### src/rtl/machdem_pkg.sv
// Shared state encoding and default widths for the counter run controller.
package machdem_pkg;

  localparam int WIDTH_DEF   = 4;
  localparam int PRESC_W_DEF = 4;

  typedef enum logic [1:0] {
    ST_IDLE  = 2'd0,
    ST_CLEAR = 2'd1,
    ST_RUN   = 2'd2,
    ST_DONE  = 2'd3
  } state_t;

endpackage

### src/rtl/machdem_presc.sv
// Prescaler: tick is high while the count equals the limit; the count wraps to 0 on tick and freezes on hold.
// Zero latency on tick (combinational compare of a register); no backpressure.
module machdem_presc #(
  parameter int PRESC_W = 4
) (
  input  logic               clk,
  input  logic               reset,
  input  logic               i_clr,
  input  logic               i_hold,
  input  logic [PRESC_W-1:0] i_limit,
  output logic               o_tick
);

  logic [PRESC_W-1:0] r_cnt;

  assign o_tick = (r_cnt == i_limit);

  always_ff @(posedge clk or negedge reset) begin
    if (!reset) begin
      r_cnt <= '0;
    end else if (i_clr) begin
      r_cnt <= '0;
    end else if (!i_hold) begin
      r_cnt <= o_tick ? '0 : r_cnt + PRESC_W'(1);
    end
  end

  // Limit is latched before counting starts, so the count can never pass it.
  a_no_overrun: assert property (@(posedge clk) disable iff (!reset)
    !i_clr |-> r_cnt <= i_limit);

endmodule

### src/rtl/machdem_run_ctrl.sv
// Run controller: clear the counter, then enable it once every presc+1 clocks until q == target, then pulse done.
// start->CLEAR in 1 cycle, done target*(presc+1)+3 cycles after start; pause freezes the run, abort returns to IDLE.
module machdem_run_ctrl
  import machdem_pkg::*;
#(
  parameter int WIDTH   = WIDTH_DEF,
  parameter int PRESC_W = PRESC_W_DEF
) (
  input  logic               clk,
  input  logic               reset,
  input  logic               start,
  input  logic               abort,
  input  logic               pause,
  input  logic [WIDTH-1:0]   target,
  input  logic [PRESC_W-1:0] presc,
  input  logic [WIDTH-1:0]   cnt_q,
  output logic               cnt_clr,
  output logic               cnt_en,
  output logic               busy,
  output logic               done,
  output logic [1:0]         state_o
);

  state_t             r_state;
  logic [WIDTH-1:0]   r_target_l;
  logic [PRESC_W-1:0] r_presc_l;
  logic               w_match;
  logic               w_tick;

  assign w_match = (cnt_q == r_target_l);

  // Prescaler only advances in RUN, so it re-enters every run from zero.
  machdem_presc #(
    .PRESC_W (PRESC_W)
  ) u_presc (
    .clk     (clk),
    .reset   (reset),
    .i_clr   (r_state != ST_RUN),
    .i_hold  (pause),
    .i_limit (r_presc_l),
    .o_tick  (w_tick)
  );

  always_ff @(posedge clk or negedge reset) begin
    if (!reset) begin
      r_state    <= ST_IDLE;
      r_target_l <= '0;
      r_presc_l  <= '0;
    end else begin
      case (r_state)
        ST_IDLE: begin
          if (start && !abort) begin
            r_target_l <= target;
            r_presc_l  <= presc;
            r_state    <= ST_CLEAR;
          end
        end
        ST_CLEAR: r_state <= abort ? ST_IDLE : ST_RUN;
        ST_RUN: begin
          if (abort) begin
            r_state <= ST_IDLE;
          end else if (w_match) begin
            r_state <= ST_DONE;
          end
        end
        ST_DONE:  r_state <= ST_IDLE;
        default:  r_state <= ST_IDLE;
      endcase
    end
  end

  // Strobes to the counter are suppressed in the cycle abort is seen; done stays a pure state decode.
  assign cnt_clr = (r_state == ST_CLEAR) && !abort;
  assign cnt_en  = (r_state == ST_RUN) && !abort && !w_match && !pause && w_tick;
  assign busy    = (r_state != ST_IDLE);
  assign done    = (r_state == ST_DONE);
  assign state_o = r_state;

  a_done_one_cycle: assert property (@(posedge clk) disable iff (!reset)
    r_state == ST_DONE |=> r_state == ST_IDLE);

endmodule
### config.mk
export PLATFORM = sky130hd
export DESIGN_NAME = machdem_run_ctrl
export DESIGN_NICKNAME = d
export VERILOG_FILES = /design/src/rtl/machdem_pkg.sv /design/src/rtl/machdem_presc.sv /design/src/rtl/machdem_run_ctrl.sv
export SDC_FILE = /design/constraint.sdc
export NUM_CORES = 1
export LEC_CHECK = 0
export CORE_MARGIN = 3
export CORE_UTILIZATION = 44
export DETAILED_ROUTE_END_ITERATION = 12
export PLACE_DENSITY = 0.76
export SLEW_MARGIN = 20
export SYNTH_ARGS = -nofsm -noshare
export SYNTH_HDL_FRONTEND = slang
export SYNTH_SLANG_ARGS = --single-unit
### constraint.sdc
create_clock -name clk -period 1.7 [get_ports clk]
set_input_delay 0.425 -clock clk [delete_from_list [all_inputs] [get_ports clk]]
set_output_delay 0.425 -clock clk [all_outputs]
set_load 0.05 [all_outputs]
==> impl_results.md, run 1 <==
- Outcome: finished, violations left
- Failing checks: setup timing
- FMAX: 0.490 GHz
- Layout cells sized above 1: 40.4%
- Clock Sinks: 14
- Buf/Inv on CP: 1
- Routing usage on met2: 27.7%
- Most frequent cells in the layout: 12 x clkdlybuf4s50_1, 12 x dfrtp_1, 11 x buf_4
- Initial antenna violation count: 0
- Hold_buf cts: 0
- Leak pwr: 0.546 nW
- WP data required: 1.27 ns
- Root Buffer: clkbuf_4
- Placement Setup Slack: -0.514 ns
- Max-slew violations: 0
- Critical Path End Type: output port
- Arr. time, crit path: 1.62 ns
- Largest net degree at the start of global routing: 15
- Post-synthesis cell count: 60
- Ys Warns: 0
- Post-synthesis simple-gate area fraction: 19.4%
- Worst-margin pin slew: 0.305 ns
- Max incr delay on CP: 0.39 ns
- Clk buf depth: 2
- Die area: 2180 µm²
- RSZ-0062 raised after global routing: true
- Worst-path clk slew: 0.08 ns
- Design Power: 933 µW
- Busiest layer in global routing: met2
- XOR/XNOR share of the synthesized area: 9.61%
- Int Pwr: 676 µW
- Final #Nets: 118
- TritonCTS Buffers: 3
- Syn avg cell area: 12.2 µm²
- CP top delay family: simple AND/OR/NAND/NOR gates
- Vias per cell: 5.19
- Hold Fails Final Rpt: 0
- Detail Route Antenna Nets: 0
- Seq pwr share: 45.1%
- Compound-Gate Fraction of Synth Area: 7.03%
- WS Path Type: reg -> out
- Chip Width: 46.7 µm
- Drt total wl: 1530 µm
- Row count: 14
- Main combinational cell family by area after synthesis: simple AND/OR/NAND/NOR gates
- Clock latency on the worst-skew pair: 0.27 ns
- CTS tree: built
- Detailed Place HPWL: 1230 µm
- Syn nets: 78
- Starting Density: 47.3%
- Crit path cell chain: xor2_1, nor4_2, and4bb_4, buf_8
- Skew final: 0.000505 ns
- Synthesized area: 729 µm²
- Period Utilization, post-route: 120%
- Crit Path Max Fanout: 2
- Worst reg2reg setup slack: 0.22 ns
- Max-slew headroom: 79.5%
- Combinational power share: 30.0%
- GRT Total Usage: 16.0%
- # fillers: 106
- H-tree levels: 1
- Net Sw Power: 257 µW
- Yosys reg bits: 14
- Iteration-0 DRC Markers: 11
- Met3 global-route usage: 3.13%
- Die H: 46.7 µm
- Vias in the first global route: 596
- Yosys cell types: 26
- Drt wl/cell: 13.3 µm
- Post-synthesis sequential area ratio: 48.0%
- CORE AREA: 1540 µm²
- Min-delay worst type: in -> async
- GPL Wtd Cong: 0.818
- Net Sw Frac: 27.6%
- Top Ports: 23
- Final Critical Period: 2.04 ns
- DR pass1 iterations: 4
- # DRC: 0
- CP max-delay cell: dfrtp_1
- Global-route wire length before repair: 2490 µm
- # diodes: 0
- Power Density: 787 nW/µm²
- PortBufs: 22
- Setup crit start kind: register
- Via Count: 597
- Final setup fails: 1
- Total gr overflow: 0
- M1 GR Usage: 20.0%
- Final worst slack: -0.342 ns
- Max_cap viols: 0
- Clk pwr share: 24.9%
- Adder-cell share of the synthesized area: 1.72%
- Area grow syn2layout: 62.6%
- Post-synthesis mux area share: 13.7%
- Max VDD drop: 0.000499 V
[layer usage]
| metal | routed length (µm) | part of all wire, % |
|---|---|---|
| met1 | 647 | 42 |
| met4 | 0 | 0 |
| met5 | 0 | 0 |
| met3 | 86 | 5.6 |
| met2 | 794 | 52 |
[registers in the layout, summed over array words and instances (netlist names)]
register	count
r_target_l	4
u_presc.r_cnt	4
state_o	2
r_presc_l	4
[power by group through the flow]
stage | clock (mW) | sequential [mW] | combinational (mW)
global placement | 0 | 0.426 | 0.258
floorplan | 0 | 0.434 | 0.131
detailed placement | 0 | 0.427 | 0.263
finish | 0.232 | 0.421 | 0.280
global route | 0.260 | 0.428 | 0.300
CTS | 0.244 | 0.421 | 0.277
[kinds of logic (layout without fill, tap and decap cells)]
| logic type | count (synthesis) | after routing |
|---|---|---|
| flip-flops | 14 | 14 |
| multiplexers | 9 | 9 |
| adder cells (fa/ha/maj) | 1 | 1 |
| XOR/XNOR | 8 | 8 |
| AO/OA/AOI/OAI | 8 | 8 |
| buffers and inverters | 1 | 40 |
| AND/OR/NAND/NOR | 19 | 19 |
[per-stage QoR]
step	setup TNS [ns]	util [%]	hold WS [ns]	std cells	cell area (µm²)
5_1_grt	-0.402	76.9	0.456	115	1190
3_5_place_dp	-2.33	72.2	0.520	110	1110
4_1_cts	-0.346	76.3	0.446	114	1180
6_report	-0.342	76.9	0.453	115	1190
3_3_place_gp	-2.21	72.2	0.517	110	1110
2_1_floorplan	-0.0817	-	0.129	60	747
[what timing repair did]
item,CTS,global route
pin swaps,4,2
endpoints found under the setup margin,3,1
buffers inserted,0,1
resized for setup,11,1
[path summary, 6_finish.rpt]
| check | startpoint | to | depth (start not counted) |
|---|---|---|---|
| worst max-delay path | r_presc_l[1] | cnt_en | 4 |
| worst min-delay path | reset | u_presc.r_cnt[2] | 2 |
| worst max register to register | state_o[0] | r_presc_l[3] | 4 |
| worst min register to register | r_presc_l[3] | r_presc_l[3] | 1 |
| max in group asynchronous | reset | state_o[0] | 2 |
| min in group clk | r_presc_l[3] | r_presc_l[3] | 1 |
[worst register-to-register path: cells and delay by family, from the launching register on]
family,cells,cell delay [ns]
multiplexers,1,0.33
AND/OR/NAND/NOR,1,0.29
flip-flops,1,0.42
buffers and inverters,2,0.33
[cells in the mapped netlist]
| cell | instances | area [µm²] |
|---|---|---|
| mux2i_1 | 1 | 10.0 |
| nand3_1 | 2 | 10.0 |
| ha_1 | 1 | 12.5 |
| or3_1 | 1 | 6.26 |
| nor4_1 | 1 | 6.26 |
| and4bb_2 | 1 | 12.5 |
| o22ai_1 | 2 | 12.5 |
| and2_1 | 1 | 6.26 |
| nor3b_1 | 1 | 7.51 |
| xor2_1 | 8 | 70.1 |
| or2_2 | 2 | 12.5 |
| a211oi_1 | 1 | 7.51 |
| nor4b_4 | 1 | 23.8 |
| nand2b_1 | 3 | 18.8 |
| mux2_2 | 8 | 90.1 |
| a21oi_1 | 2 | 10.0 |
| nor2_1 | 1 | 3.75 |
| nand3b_1 | 1 | 7.51 |
| nand2_1 | 2 | 7.51 |
| dfrtp_1 | 14 | 350 |
| inv_1 | 1 | 3.75 |
| a21o_1 | 1 | 7.51 |
| nor2b_1 | 1 | 6.26 |
| nor4_2 | 1 | 12.5 |
| o21ai_0 | 1 | 5.00 |
| o2111ai_1 | 1 | 8.76 |
[final cells by class]
class | instances | area (µm²) | area share (%)
clock buffer | 4 | 36.3 | 3.06
inverter | 1 | 3.75 | 0.316
multi-input combinational | 45 | 399 | 33.6
sequential | 14 | 353 | 29.7
tap | 16 | 20.0 | 1.69
timing repair buffer | 35 | 374 | 31.5
Note: power is estimated with default switching activity, not from simulation.
==> run 2: changes to the inputs <==
Settings changed: CORE_UTILIZATION 44 to 47, CTS_BUF_LIST set to sky130_fd_sc_hd__clkbuf_8, PLACE_DENSITY 0.76 to 0.81.
==> run 2 against run 1 <==
Compared with the run above: the run still ends with setup timing left; setup slack better by 0.0040 ns; sequential power up 2%; via count up 6.9%; first-iteration DRC count is 45% lower; combinational power rose by 8.2%; power rose by 13%; hold slack improved by 0.047 ns; core utilization up 12 points; highest routed layer is now met4.
==> impl_results.md, run 2 (synthesis gave the netlist of run 1 again) <==
- Chip Width: 45.4 µm
- TritonCTS Buffers: 3
- Total gr overflow: 0
- Final core utilization: 88.7%
- Worst-path clk slew: 0.06 ns
- WS Path Type: reg -> out
- Max-slew violations: 0
- Leak pwr: 0.561 nW
- Drt total wl: 2030 µm
- Min-delay worst type: in -> async
- Design Power: 1.05 mW
- Clock Sinks: 14
- # diodes: 0
- Detailed Place HPWL: 1320 µm
- Crit Path Max Fanout: 2
- # DRC: 0
- Drt wl/cell: 17.5 µm
- Max VDD drop: 0.000934 V
- Hold slack final: 0.500 ns
- Clock latency on the worst-skew pair: 0.24 ns
- Die area: 2060 µm²
- H-tree levels: 1
- Max_cap viols: 0
- # fillers: 55
- RSZ-0062 raised after global routing: true
- GRT Total Usage: 20.8%
- Critical Path End Type: output port
- Vias in the first global route: 652
- Area grow syn2layout: 68.1%
- Skew final: 0.000531 ns
- Via Count: 638
- Hold_buf cts: 0
- CTS tree: built
- Initial antenna violation count: 0
- Top Ports: 23
- CORE AREA: 1380 µm²
- Final setup fails: 1
- Largest net degree at the start of global routing: 15
- Worst-margin pin slew: 0.321 ns
- Max-slew headroom: 78.4%
- Final Critical Period: 2.04 ns
- Power Density: 856 nW/µm²
- Final #Nets: 120
- Arr. time, crit path: 1.61 ns
- Die H: 45.4 µm
- Max incr delay on CP: 0.38 ns
- Global-route wire length before repair: 2980 µm
- PortBufs: 22
- Biggest regs: r_presc_l: 4 flops, r_target_l: 4 flops, u_presc.r_cnt: 4 flops
- Layout cells sized above 1: 43.6%
- FMAX: 0.491 GHz
- Commonest non-fill, non-tap cell in the layout: buf_4
- Outcome: finished, violations left
- Final worst slack: -0.338 ns
- Root Buffer: clkbuf_8
- Iteration-0 DRC Markers: 6
- Clk buf depth: 2
- Row count: 13
- CP max-delay cell: dfrtp_1
- Setup crit start kind: register
- Starting Density: 52.8%
- Most frequent cells in the layout: 13 x buf_4, 12 x dfrtp_1, 11 x clkdlybuf4s50_1
- Vias per cell: 5.50
- DR pass1 iterations: 4
- Crit path cell chain: xor2_1, nor4_2, and4bb_4, buf_8
- Period Utilization, post-route: 120%
- WP data required: 1.27 ns
- Failing checks: setup timing
- Detail Route Antenna Nets: 0
- GPL Wtd Cong: 0.852
- Hold Fails Final Rpt: 0
## run 2: critical path, delay by kind of cell (launching register included)
| family | cells | cell delay (ns) |
|---|---|---|
| and+or+nand+nor | 2 | 0.66 |
| DFF | 1 | 0.38 |
| xor gates and xnor gates | 1 | 0.18 |
| buffers and inverters | 1 | 0.14 |
## run 2: final cells by class
type / instances / area (µm²) / share of cell area, %
clock buffers: 4 / 55.1 / 4.49
inverters: 1 / 3.75 / 0.306
multi-input cells: 45 / 412 / 33.6
flip-flops and latches: 14 / 353 / 28.8
well taps: 15 / 18.8 / 1.53
repair buffers: 37 / 384 / 31.3
## run 2: report_power, final
group          switching, mW  leakage (nW)  internal, mW
sequential            0.0468         0.174         0.383
combinational          0.134         0.359         0.169
clock                  0.112        0.0288         0.205
## run 2: final timing paths
kind / from / endpoint / slack (ns) / cells after the start
max: u_presc.r_cnt[2] / cnt_en / -0.34 / 4
min: reset / u_presc.r_cnt[0] / 0.50 / 2
max reg2reg: state_o[1] / r_target_l[0] / 0.23 / 3
min reg2reg: r_presc_l[0] / r_presc_l[0] / 0.53 / 1
max in group asynchronous: reset / state_o[0] / 1.01 / 2
min in group clk: r_presc_l[0] / r_presc_l[0] / 0.53 / 1
## run 2: per-stage QoR
| stage | instance area [µm²] | instances | TNS (ns) | worst slack, ns |
|---|---|---|---|---|
| floorplan | 747 | 60 | -0.0817 | -0.0817 |
| global placement | 1120 | 110 | -2.10 | -0.486 |
| detailed placement | 1120 | 110 | -2.31 | -0.583 |
| CTS | 1210 | 116 | -0.304 | -0.304 |
| global route | 1230 | 116 | -0.393 | -0.393 |
| finish | 1230 | 116 | -0.338 | -0.338 |
## run 2: metal layers
layer | track usage (%) | wire (µm) | vias to the layer above
li1 | - | - | 295
met1 | 26.8 | 815 | 324
met2 | 35.7 | 1130 | 17
met3 | 5.14 | 74 | 2
met4 | 3.51 | 10 | 0
met5 | 0 | 0 | -
## run 2: repair_timing
item | 4_1_cts | 5_1_grt
resized for setup | 11 | 3
setup endpoints to repair | 2 | 2
endpoints found under the hold margin | 0 | 0
pin swaps | 5 | 0
buffers inserted | 2 | 0
==> run 3: changes to the inputs <==
Settings changed: CTS_CLUSTER_SIZE set to 10.
==> results of run 3 <==
The final DEF is identical to that of run 2; final timing and power are the same.
